### config.mk
export PLATFORM = sky130hd
export DESIGN_NAME = uart_tx_fifo
export DESIGN_NICKNAME = d
export VERILOG_FILES = /design/src/rtl/uart_pkg.sv /design/src/rtl/sync_fifo.sv /design/src/rtl/uart_tx_fifo.sv
export SDC_FILE = /design/constraint.sdc
export NUM_CORES = 1
export LEC_CHECK = 0
export ABC_AREA = 1
export BUFFER_PORTS_ARGS = -buffer_cell sky130_fd_sc_hd__buf_2
export CORE_MARGIN = 5
export CORE_UTILIZATION = 25
export DETAILED_ROUTE_END_ITERATION = 10
export GPL_ROUTABILITY_DRIVEN = 0
export PLACE_DENSITY = 0.49
export REMOVE_ABC_BUFFERS = 1
export SETUP_SLACK_MARGIN = 0.05
export SYNTH_ARGS = -nofsm -noshare
export SYNTH_HDL_FRONTEND = slang
export SYNTH_SLANG_ARGS = --single-unit
### constraint.sdc
create_clock -name PCLK -period 5.1 [get_ports PCLK]
set_clock_uncertainty 0.1 [all_clocks]
set_input_delay 0.51 -clock PCLK [delete_from_list [all_inputs] [get_ports PCLK]]
set_output_delay 0.51 -clock PCLK [all_outputs]
set_load 0.005 [all_outputs]
### src/rtl/uart_pkg.sv
// Shared types and constants for the UART transmit path.
package uart_pkg;

    localparam int DATA_W = 8;
    localparam int DIV_W  = 12;

    localparam logic START_BIT = 1'b0;
    localparam logic STOP_BIT  = 1'b1;

    typedef enum logic [2:0] {
        IDLE   = 3'd0,
        START  = 3'd1,
        DATA   = 3'd2,
        PARITY = 3'd3,
        STOP   = 3'd4
    } tx_state_t;

    // Even parity bit: makes the total number of ones (data + parity) even.
    function automatic logic even_parity(input logic [DATA_W-1:0] data);
        return ^data;
    endfunction

endpackage

### src/rtl/sync_fifo.sv
// Synchronous FIFO with registered occupancy flags and an overflow pulse.
// Reads are show-ahead: o_data always presents the head entry.
module sync_fifo #(
    parameter int DEPTH = 8,
    parameter int WIDTH = 8,
    parameter int AW    = $clog2(DEPTH)
) (
    input  logic             i_clk,
    input  logic             i_rst,
    input  logic             i_push,
    input  logic [WIDTH-1:0] i_data,
    input  logic             i_pop,
    output logic [WIDTH-1:0] o_data,
    output logic             o_full,
    output logic             o_empty,
    output logic [AW:0]      o_count,
    output logic             o_overflow
);

    localparam logic [AW-1:0] PTR_ONE  = AW'(1);
    localparam logic [AW:0]   CNT_ONE  = (AW+1)'(1);
    localparam logic [AW:0]   CNT_FULL = (AW+1)'(DEPTH);

    logic [WIDTH-1:0] r_mem [DEPTH];
    logic [AW-1:0]    r_wptr;
    logic [AW-1:0]    r_rptr;
    logic [AW:0]      r_count;
    logic             r_full;
    logic             r_empty;
    logic             r_overflow;

    logic             w_push_ok;
    logic             w_pop_ok;
    logic [AW:0]      w_count_next;

    // Full is judged on the pre-edge count, so a same-cycle pop never frees room for a push.
    assign w_push_ok = i_push && !r_full;
    assign w_pop_ok  = i_pop && !r_empty;

    // Next occupancy from the accepted push/pop pair.
    always_comb begin
        w_count_next = r_count;
        case ({w_push_ok, w_pop_ok})
            2'b10:   w_count_next = r_count + CNT_ONE;
            2'b01:   w_count_next = r_count - CNT_ONE;
            default: w_count_next = r_count;
        endcase
    end

    // Storage array; contents need no reset because the pointers define validity.
    always_ff @(posedge i_clk) begin
        if (w_push_ok) begin
            r_mem[r_wptr] <= i_data;
        end
    end

    // Pointers, occupancy, flags and overflow pulse.
    always_ff @(posedge i_clk) begin
        if (i_rst) begin
            r_wptr     <= '0;
            r_rptr     <= '0;
            r_count    <= '0;
            r_full     <= 1'b0;
            r_empty    <= 1'b1;
            r_overflow <= 1'b0;
        end else begin
            if (w_push_ok) begin
                r_wptr <= r_wptr + PTR_ONE;
            end
            if (w_pop_ok) begin
                r_rptr <= r_rptr + PTR_ONE;
            end
            r_count    <= w_count_next;
            r_full     <= (w_count_next == CNT_FULL);
            r_empty    <= (w_count_next == '0);
            r_overflow <= i_push && r_full;
        end
    end

    assign o_data     = r_mem[r_rptr];
    assign o_full     = r_full;
    assign o_empty    = r_empty;
    assign o_count    = r_count;
    assign o_overflow = r_overflow;

endmodule

### src/rtl/uart_tx_fifo.sv
// Buffered UART transmitter: FIFO-fed framer producing start, 8 data bits
// (LSB first), optional even parity and stop bit on a registered TX line.
module uart_tx_fifo
    import uart_pkg::*;
#(
    parameter int DEPTH = 8,
    parameter int AW    = $clog2(DEPTH)
) (
    input  logic              PCLK,
    input  logic              RESET,
    input  logic              WR_EN,
    input  logic [DATA_W-1:0] DATA_TX_I,
    input  logic [DIV_W-1:0]  WORK_FR,
    input  logic              PARITY_EN,
    output logic              TX_O,
    output logic              FULL,
    output logic              EMPTY,
    output logic [AW:0]       COUNT,
    output logic              BUSY,
    output logic              DONE,
    output logic              OVERFLOW
);

    tx_state_t         r_state;
    tx_state_t         w_state_next;
    logic [DATA_W-1:0] r_shift;
    logic [DATA_W-1:0] w_shift_next;
    logic [DIV_W-1:0]  r_div;
    logic [DIV_W-1:0]  w_div_next;
    logic [DIV_W-1:0]  r_timer;
    logic [DIV_W-1:0]  w_timer_next;
    logic [2:0]        r_bit_cnt;
    logic [2:0]        w_bit_cnt_next;
    logic              r_par_en;
    logic              w_par_en_next;
    logic              r_par;
    logic              w_par_next;
    logic              r_tx;
    logic              w_tx_next;
    logic              r_done;
    logic              w_done_next;
    logic              r_busy;

    logic              w_bit_end;
    logic              w_start;
    logic              w_pop;
    logic [DATA_W-1:0] w_fifo_data;
    logic              w_empty;

    sync_fifo #(
        .DEPTH (DEPTH),
        .WIDTH (DATA_W),
        .AW    (AW)
    ) u_fifo (
        .i_clk      (PCLK),
        .i_rst      (RESET),
        .i_push     (WR_EN),
        .i_data     (DATA_TX_I),
        .i_pop      (w_pop),
        .o_data     (w_fifo_data),
        .o_full     (FULL),
        .o_empty    (w_empty),
        .o_count    (COUNT),
        .o_overflow (OVERFLOW)
    );

    assign EMPTY     = w_empty;
    assign w_bit_end = (r_timer == 12'd0);

    // Framing FSM next state, bit timer, shifter and next registered line value.
    always_comb begin
        w_state_next   = r_state;
        w_shift_next   = r_shift;
        w_div_next     = r_div;
        w_timer_next   = r_timer;
        w_bit_cnt_next = r_bit_cnt;
        w_par_en_next  = r_par_en;
        w_par_next     = r_par;
        w_start        = 1'b0;
        w_pop          = 1'b0;
        w_tx_next      = STOP_BIT;
        w_done_next    = 1'b0;

        case (r_state)
            IDLE: begin
                w_start = !w_empty;
            end
            START: begin
                if (w_bit_end) begin
                    w_state_next = DATA;
                    w_timer_next = r_div;
                end else begin
                    w_timer_next = r_timer - 12'd1;
                end
            end
            DATA: begin
                if (w_bit_end) begin
                    w_timer_next = r_div;
                    w_shift_next = {1'b0, r_shift[DATA_W-1:1]};
                    if (r_bit_cnt == 3'd7) begin
                        w_state_next = r_par_en ? PARITY : STOP;
                    end else begin
                        w_bit_cnt_next = r_bit_cnt + 3'd1;
                    end
                end else begin
                    w_timer_next = r_timer - 12'd1;
                end
            end
            PARITY: begin
                if (w_bit_end) begin
                    w_state_next = STOP;
                    w_timer_next = r_div;
                end else begin
                    w_timer_next = r_timer - 12'd1;
                end
            end
            STOP: begin
                if (w_bit_end) begin
                    // Chain straight into the next frame when data is waiting.
                    w_state_next = IDLE;
                    w_start      = !w_empty;
                end else begin
                    w_timer_next = r_timer - 12'd1;
                end
            end
            default: begin
                w_state_next = IDLE;
            end
        endcase

        // Frame start: pop the head and freeze the per-frame settings.
        if (w_start) begin
            w_pop          = 1'b1;
            w_state_next   = START;
            w_shift_next   = w_fifo_data;
            w_div_next     = WORK_FR;
            w_timer_next   = WORK_FR;
            w_bit_cnt_next = 3'd0;
            w_par_en_next  = PARITY_EN;
            w_par_next     = even_parity(w_fifo_data);
        end else begin
            w_pop          = 1'b0;
        end

        case (w_state_next)
            START:   w_tx_next = START_BIT;
            DATA:    w_tx_next = w_shift_next[0];
            PARITY:  w_tx_next = w_par_next;
            STOP:    w_tx_next = STOP_BIT;
            default: w_tx_next = STOP_BIT;
        endcase

        w_done_next = (w_state_next == STOP) && (w_timer_next == 12'd0);
    end

    // State and datapath registers, including the registered outputs.
    always_ff @(posedge PCLK) begin
        if (RESET) begin
            r_state   <= IDLE;
            r_shift   <= 8'd0;
            r_div     <= 12'd0;
            r_timer   <= 12'd0;
            r_bit_cnt <= 3'd0;
            r_par_en  <= 1'b0;
            r_par     <= 1'b0;
            r_tx      <= STOP_BIT;
            r_done    <= 1'b0;
            r_busy    <= 1'b0;
        end else begin
            r_state   <= w_state_next;
            r_shift   <= w_shift_next;
            r_div     <= w_div_next;
            r_timer   <= w_timer_next;
            r_bit_cnt <= w_bit_cnt_next;
            r_par_en  <= w_par_en_next;
            r_par     <= w_par_next;
            r_tx      <= w_tx_next;
            r_done    <= w_done_next;
            r_busy    <= (w_state_next != IDLE);
        end
    end

    assign TX_O = r_tx;
    assign DONE = r_done;
    assign BUSY = r_busy;

endmodule

==> results of run 1 <==
-- cell usage in the layout, fill, tap and decap left out, drive strengths merged, types with 3 or more instances in the layout --
master and instances:
a21boi 4, o21ai 65, a21oi 29, xor2 7
buf 36, dfxtp 59, edfxtp 64, nand2 194
inv 66, a22oi 3, clkinv 6, nand3 43
ha 7, o22ai 6, nand4 6, bufinv 3
nor2 118, clkbuf 17, o211ai 6, a31oi 3
-- per-stage QoR --
step	utilization	cell area (sq um)
detailed placement	0.272	6160
CTS	0.299	6770
finish	0.299	6770
global placement	0.272	6160
global route	0.299	6770
floorplan	-	5610
-- layout make-up --
cell class | count | area share
Clock buffer | 17 | 0.0628
Inverter | 62 | 0.0344
Multi-Input combinational cell | 498 | 0.336
Sequential cell | 123 | 0.458
Clock inverter | 15 | 0.0277
Timing Repair Buffer | 36 | 0.0277
Tap cell | 285 | 0.0527
-- synth_stat cells (all sizes together) (4+ instances only) --
library cell / count
clkbuf: 10
a21boi: 4
nand2: 194
nand3: 43
nand4: 6
nor2: 118
buf: 15
dfxtp: 59
ha: 7
o22ai: 6
a21oi: 29
edfxtp: 64
inv: 61
xor2: 7
o21ai: 65
o211ai: 6
-- worst max-delay path, cell delays in order, from the launching register on --
cell,delay [ns]
dfxtp_1,0.31
inv_1,0.10
ha_1,0.25
nand2_2,0.11
nor2_4,0.12
nand2_2,0.26
nand2_2,0.19
nand2_1,0.09
inv_2,0.40
ha_1,0.38
o21ai_0,0.24
nand4_1,0.15
nand2_1,0.08
nand2_1,0.06
inv_1,0.04
-- how the worst max path moves through the flow --
stage	start	slack, ns	end
3_3_place_gp	r_timer[0]	2.22	u_fifo.o_empty
5_1_grt	r_timer[0]	1.77	u_fifo.o_empty
4_1_cts	r_timer[0]	2.11	u_fifo.o_empty
2_1_floorplan	r_timer[0]	2.12	u_fifo.o_empty
3_5_place_dp	r_timer[0]	2.12	u_fifo.o_empty
6_report	r_timer[0]	2.14	u_fifo.o_empty
-- power by group through the flow --
stage	sequential [mW]	clock (mW)	combinational (mW)
after floorplan	1.33	0	1.31
after global placement	1.34	0	1.79
after detailed placement	1.34	0	1.80
after CTS	1.33	1.27	1.81
after global routing	1.35	1.32	2.09
final	1.32	1.24	1.79
-- registers in the layout (all words and copies together), names as in the netlist, named ones only --
| name | cells |
|---|---|
| BUSY | 1 |
| DONE | 1 |
| TX_O | 1 |
| r_bit_cnt | 3 |
| r_div | 12 |
| r_par | 1 |
| r_par_en | 1 |
| r_shift | 8 |
| r_state | 3 |
| r_timer | 12 |
| u_fifo.o_count | 4 |
| u_fifo.o_empty | 1 |
| u_fifo.o_full | 1 |
| u_fifo.o_overflow | 1 |
| u_fifo.r_mem | 64 |
| u_fifo.r_rptr | 3 |
| u_fifo.r_wptr | 3 |
-- logic make-up (layout without fill, tap and decap cells) --
kind of cell,after synthesis,in the layout,share of synthesized area
AO/OA/AOI/OAI,118,118,0.112
adder cells (fa/ha/maj),7,7,0.0152
AND/OR/NAND/NOR,365,365,0.257
flip-flops,123,123,0.540
buffers and inverters,87,130,0.0642
XOR/XNOR,8,8,0.0122
-- layer usage --
| layer | GRT usage | vias up | wire [microns] |
|---|---|---|---|
| met5 | 0 | - | 0 |
| met4 | 0.0408 | 0 | 247 |
| met3 | 0.0231 | 19 | 373 |
| met2 | 0.169 | 65 | 6250 |
| met1 | 0.154 | 2070 | 7100 |
| li1 | - | 2401 | - |
==> results.txt, run 1 <==
Status -> complete, no violations
Area Overhead vs Synth -> 17.8%
Die Wd -> 162 microns
Netlist Area Pre-Place -> 0.00575 sq mm
RSZ-0062 raised after global routing -> false
Placed cells -> 1004
Sw frac -> 0.413
Reg area -> 0.00310 sq mm
Syn Area/Cell -> 8.12 sq um
Primary FF master, synth -> edfxtp_1
Synthesized flop and latch total -> 123
Area occupied by multi-input gates -> 0.00228 sq mm
WL final -> 14.0 mm
Slew headroom -> 0.253
Layout cells sized above 1 -> 0.115
Synth async-reset ratio -> 0
Reg2reg setup slack -> 2.14 ns
TritonCTS Buffers -> 17
Combinational share of power -> 0.412
Worst hold path endpoint -> u_fifo.o_overflow
Root Driver -> clkbuf_16
Gr ovfl total -> 0
Setup slack after layout -> 2.14 ns
Post-synth EDFFs -> 64
Vias in the first global route -> 4395
Tmin final -> 2.96 ns
Largest cells by area after synthesis -> edfxtp_1 (33%), dfxtp_1 (21%), nand2_1 (12%), nor2_1 (7.4%), o21ai_0 (4.9%)
Clock network power share -> 0.285
WHS Path Cells -> 3
Drc violations -> 0
Setup TNS Final -> 0 ns
Reg-to-Reg End -> u_fifo.o_empty
Hold Slack -> 0.228 ns
Drt pass-1 iters -> 4
Antenna violations before repair -> 0
Pin count of the biggest net entering global routing -> 39
Seq pwr share -> 0.304
PwrDens -> 644 mW/mm^2
Via density -> 4.40
Via count -> 4555
Fin nets -> 769
Filler cells -> 2389
Worst hold path class -> input pin to register
Routed len/inst -> 13.5 microns
Reg2Reg Depth -> 14
Tcrit/Tclk final -> 0.580
First DRT Iteration DRCs -> 263
Worst setup EP type -> register
CP arrival -> 3.22 ns
Final setup violation count -> 0
Core area -> 0.0226 sq mm
GRT Total Usage -> 0.110
Pre-CTS setup slack -> 2.12 ns
Worst skew pair latency -> 0.41 ns
Die Area -> 0.0261 sq mm
Die H -> 162 microns
Post-Syn Instances -> 708
# IOs -> 34
Final ANT Viol Nets -> 0
Sw power -> 1.80 mW
Seq/Total Area, Yosys -> 0.540
Total power -> 4.36 mW
CTS H-tree lvls -> 4
# rows -> 55
HP Start -> WR_EN
Longest Clk Path Bufs -> 2
Netlist cell types -> 35
Final Hold Fails -> 0
CTS sink count -> 123
Max-cap violations -> 0
Clock Pin Slew Worst Setup and Hold Paths -> 0.06 ns
Measured slew at the worst slew-check pin -> 1.12 ns
Fin cells -> 1036
Critical path launch point type -> register
Power Internal -> 2.56 mW
HPWL Detailed -> 9.10 mm
I/O Buffers -> 33
Clock tree from TritonCTS -> done
Maximum operating frequency -> 0.338 GHz
Post-synth top area share -> 0.334
Static leakage -> 2.84 nW
Final antenna diode count -> 0
Worst endpoint required time -> 5.36 ns
Yosys top cell by area -> edfxtp_1
RR Startpoint -> r_timer[0]
Starting density of the core -> 0.254
First-pass GRT wire length -> 22.9 mm
Post-cts sizing count -> 0
Worst VDD drop -> 0.250 mV
Largest fanout on the critical path -> 28
Cts hold-fix bufs -> 0
Post-CTS Setup Inserts -> 0
Synth warn -> 0
Setup Crit Path Kind -> register to register
Max Slew Vio Count -> 0
Note: power is estimated with default switching activity, not from simulation.
==> run 2, diff against run 1 <==
- PLACE_DENSITY: 0.49 -> 0.5
- clock period: 5.1 -> 2.6 ns (I/O delays scaled with it)
==> run 2 against run 1 <==
Global-route usage hardly changed. Largest power group unchanged. Cell count rose by 2.0%. First-iteration DRC count is 21% higher. Register-to-register slack worse by 1.8 ns. Non-clock buffer count increased by 21. Sequential power up 94%. Combinational power increased by 110%. Clock-buffer cell count rose by 1. Power up 100%.
==> results.txt, run 2 (synthesis results as in run 1) <==
Vias in the first global route -> 4445 (+1.1%)
Worst path bufs/invs -> 6 (+3)
RR Startpoint -> r_timer[1]
Starting density of the core -> 0.254 (unchanged)
WL final -> 14.0 mm (about the same)
Final ANT Viol Nets -> 0 (unchanged)
Tcrit/Tclk final -> 0.877 (+0.297)
Static leakage -> 2.97 nW (+4.4%)
# IOs -> 34 (unchanged)
Top Registers -> u_fifo.r_mem (64), r_div (12), r_timer (12)
Gr ovfl total -> 0 (unchanged)
Via count -> 4600 (+0.99%)
HP Start -> DATA_TX_I[4]
Max reg flops -> 64 (unchanged)
Status -> complete, no violations
Fin nets -> 790 (+2.7%)
I/O Buffers -> 33 (unchanged)
Crit-path slowest cell -> nor2_1
Setup TNS Final -> 0 ns (unchanged)
Die H -> 162 microns (unchanged)
Filler cells -> 2361 (-1.2%)
Via density -> 4.35 (-1.0%)
Worst VDD drop -> 0.497 mV (+99%)
Critical path launch point type -> register
Max Slew Vio Count -> 0 (unchanged)
Critical Path Start -> r_timer[1]
Commonest cells after routing, fill and taps aside -> nand2_1 (189), nor2_1 (113), edfxtp_1 (64), dfxtp_1 (59), o21ai_0 (56)
Reg area -> 0.00310 sq mm (unchanged)
Die Wd -> 162 microns (unchanged)
Measured slew at the worst slew-check pin -> 0.528 ns (-0.589 ns)
First-pass GRT wire length -> 22.9 mm (+0.15%)
Tmin final -> 2.28 ns (-0.677 ns)
Worst endpoint required time -> 2.86 ns (-2.50 ns)
Delay-heaviest family, CP -> simple AND/OR/NAND/NOR gates
Most common cell after layout, fill and taps aside -> nand2_1
RSZ-0062 raised after global routing -> false
GRT Total Usage -> 0.110 (about the same)
Area Overhead vs Synth -> 21.7%
Worst hold path class -> input pin to register
Layout cells sized above 1 -> 0.140 (+0.0254)
Worst path most repeated cell -> nand2_1
Drc violations -> 0 (unchanged)
Longest Clk Path Bufs -> 2 (unchanged)
Worst skew pair latency -> 0.42 ns (about the same)
Core area -> 0.0226 sq mm (unchanged)
Drt pass-1 iters -> 4 (unchanged)
Clock Pin Slew Worst Setup and Hold Paths -> 0.06 ns (about the same)
Root Driver -> clkbuf_16
Final Hold Fails -> 0 (unchanged)
Worst path cell trace -> inv_1, ha_4, nand2_2, nor2_4, nand2_2, buf_4, inv_4, nand2_1, inv_4, buf_4, nor2_1, nand2_1, nand2_1, nand2_1, inv_1
Die Area -> 0.0261 sq mm (unchanged)
Routed len/inst -> 13.2 microns (-2.0%)
Largest fanout on the critical path -> 11 (-61%)
PwrDens -> 1270 mW/mm^2 (+98%)
CP arrival -> 2.54 ns (-0.68 ns)
Cell area after layout -> 0.00700 sq mm (+3.3%)
Maximum operating frequency -> 0.439 GHz (+30%)
Critical path's largest stage delay -> 0.36 ns (-0.04 ns)
Antenna violations before repair -> 0 (unchanged)
CTS sink count -> 123 (unchanged)
First DRT Iteration DRCs -> 319 (+21%)
Hold Slack -> 0.0196 ns (-0.208 ns)
TritonCTS Buffers -> 17 (unchanged)
Reg with most FFs -> u_fifo.r_mem
Final setup violation count -> 0 (unchanged)
Slew headroom -> 0.648 (+0.395)
Worst setup EP type -> register
Pin count of the biggest net entering global routing -> 39 (unchanged)
HPWL Detailed -> 9.72 mm (+6.9%)
Max-cap violations -> 0 (unchanged)
Placed cell area -> 0.00631 sq mm (+2.5%)
Final core utilization -> 0.309 (+0.0100)
Clock tree from TritonCTS -> done
Area occupied by multi-input gates -> 0.00229 sq mm (+0.55%)
Final antenna diode count -> 0 (unchanged)
Setup Crit Path Kind -> register to register
CTS H-tree lvls -> 4 (unchanged)
# rows -> 55 (unchanged)
run 2: cell count changes in the layout (fill, tap and decap cells not counted), sizes merged:
cell         change
dlygate4sd3      +1
bufinv           +2
inv              -3
buf             +20
clkbuf           +1
clkinv           -2
clkinvlp         +2
run 2: cell type report:
class / count / share of cell area
multi-input combinational: 498 / 0.327
clock inverter: 14 / 0.0315
sequential: 123 / 0.443
timing repair buffer: 57 / 0.0515
inverter: 62 / 0.0340
tap: 285 / 0.0510
clock buffer: 18 / 0.0613
run 2: path summary, 6_finish.rpt:
check	to	slack, ns	cells past startpoint
setup / recovery	r_shift[5]	0.32	15
hold / removal	u_fifo.r_mem[6][4]	0.02	1
setup reg to reg	r_shift[5]	0.32	15
hold reg to reg	u_fifo.r_rptr[2]	0.36	1
run 2: where the power goes:
| part | switching (mW) | internal (mW) |
|---|---|---|
| registers | 0.191 | 2.37 |
| logic | 2.48 | 1.28 |
| clock network | 0.872 | 1.70 |
run 2: routing by layer:
layer  GRT usage  vias up  wire length, microns
li1            -     2430                     -
met1       0.145     2088                  6870
met2       0.179       63                  6520
met3      0.0211       19                   328
met4      0.0434        0                   243
met5           0        -                     0
run 2: per-stage QoR:
step	total power, mW	worst slack (ns)	cells
after floorplan	5.19	-0.376	683
after global placement	6.37	0.264	1023
after detailed placement	6.36	0.215	1023
after CTS	8.97	0.180	1056
after global routing	9.68	0.0733	1057
final	8.91	0.321	1057
run 2: what timing repair did:
| action | in CTS | in global routing |
|---|---|---|
| hold endpoints to repair | 1 | 0 |
| hold buffers | 1 | 0 |
| endpoints found under the setup margin | 0 | 2 |
| resized for setup | 0 | 5 |
| setup buffers | 0 | 1 |
run 2: worst reg2reg max path, stage by stage (launching register included):
cell and delay [ns]:
dfxtp_1 0.35, inv_1 0.09, ha_4 0.18, nand2_2 0.11
nor2_4 0.05, nand2_2 0.08, buf_4 0.18, inv_4 0.09
nand2_1 0.15, inv_4 0.05, buf_4 0.15, nor2_1 0.36
nand2_1 0.09, nand2_1 0.08, nand2_1 0.05, inv_1 0.06
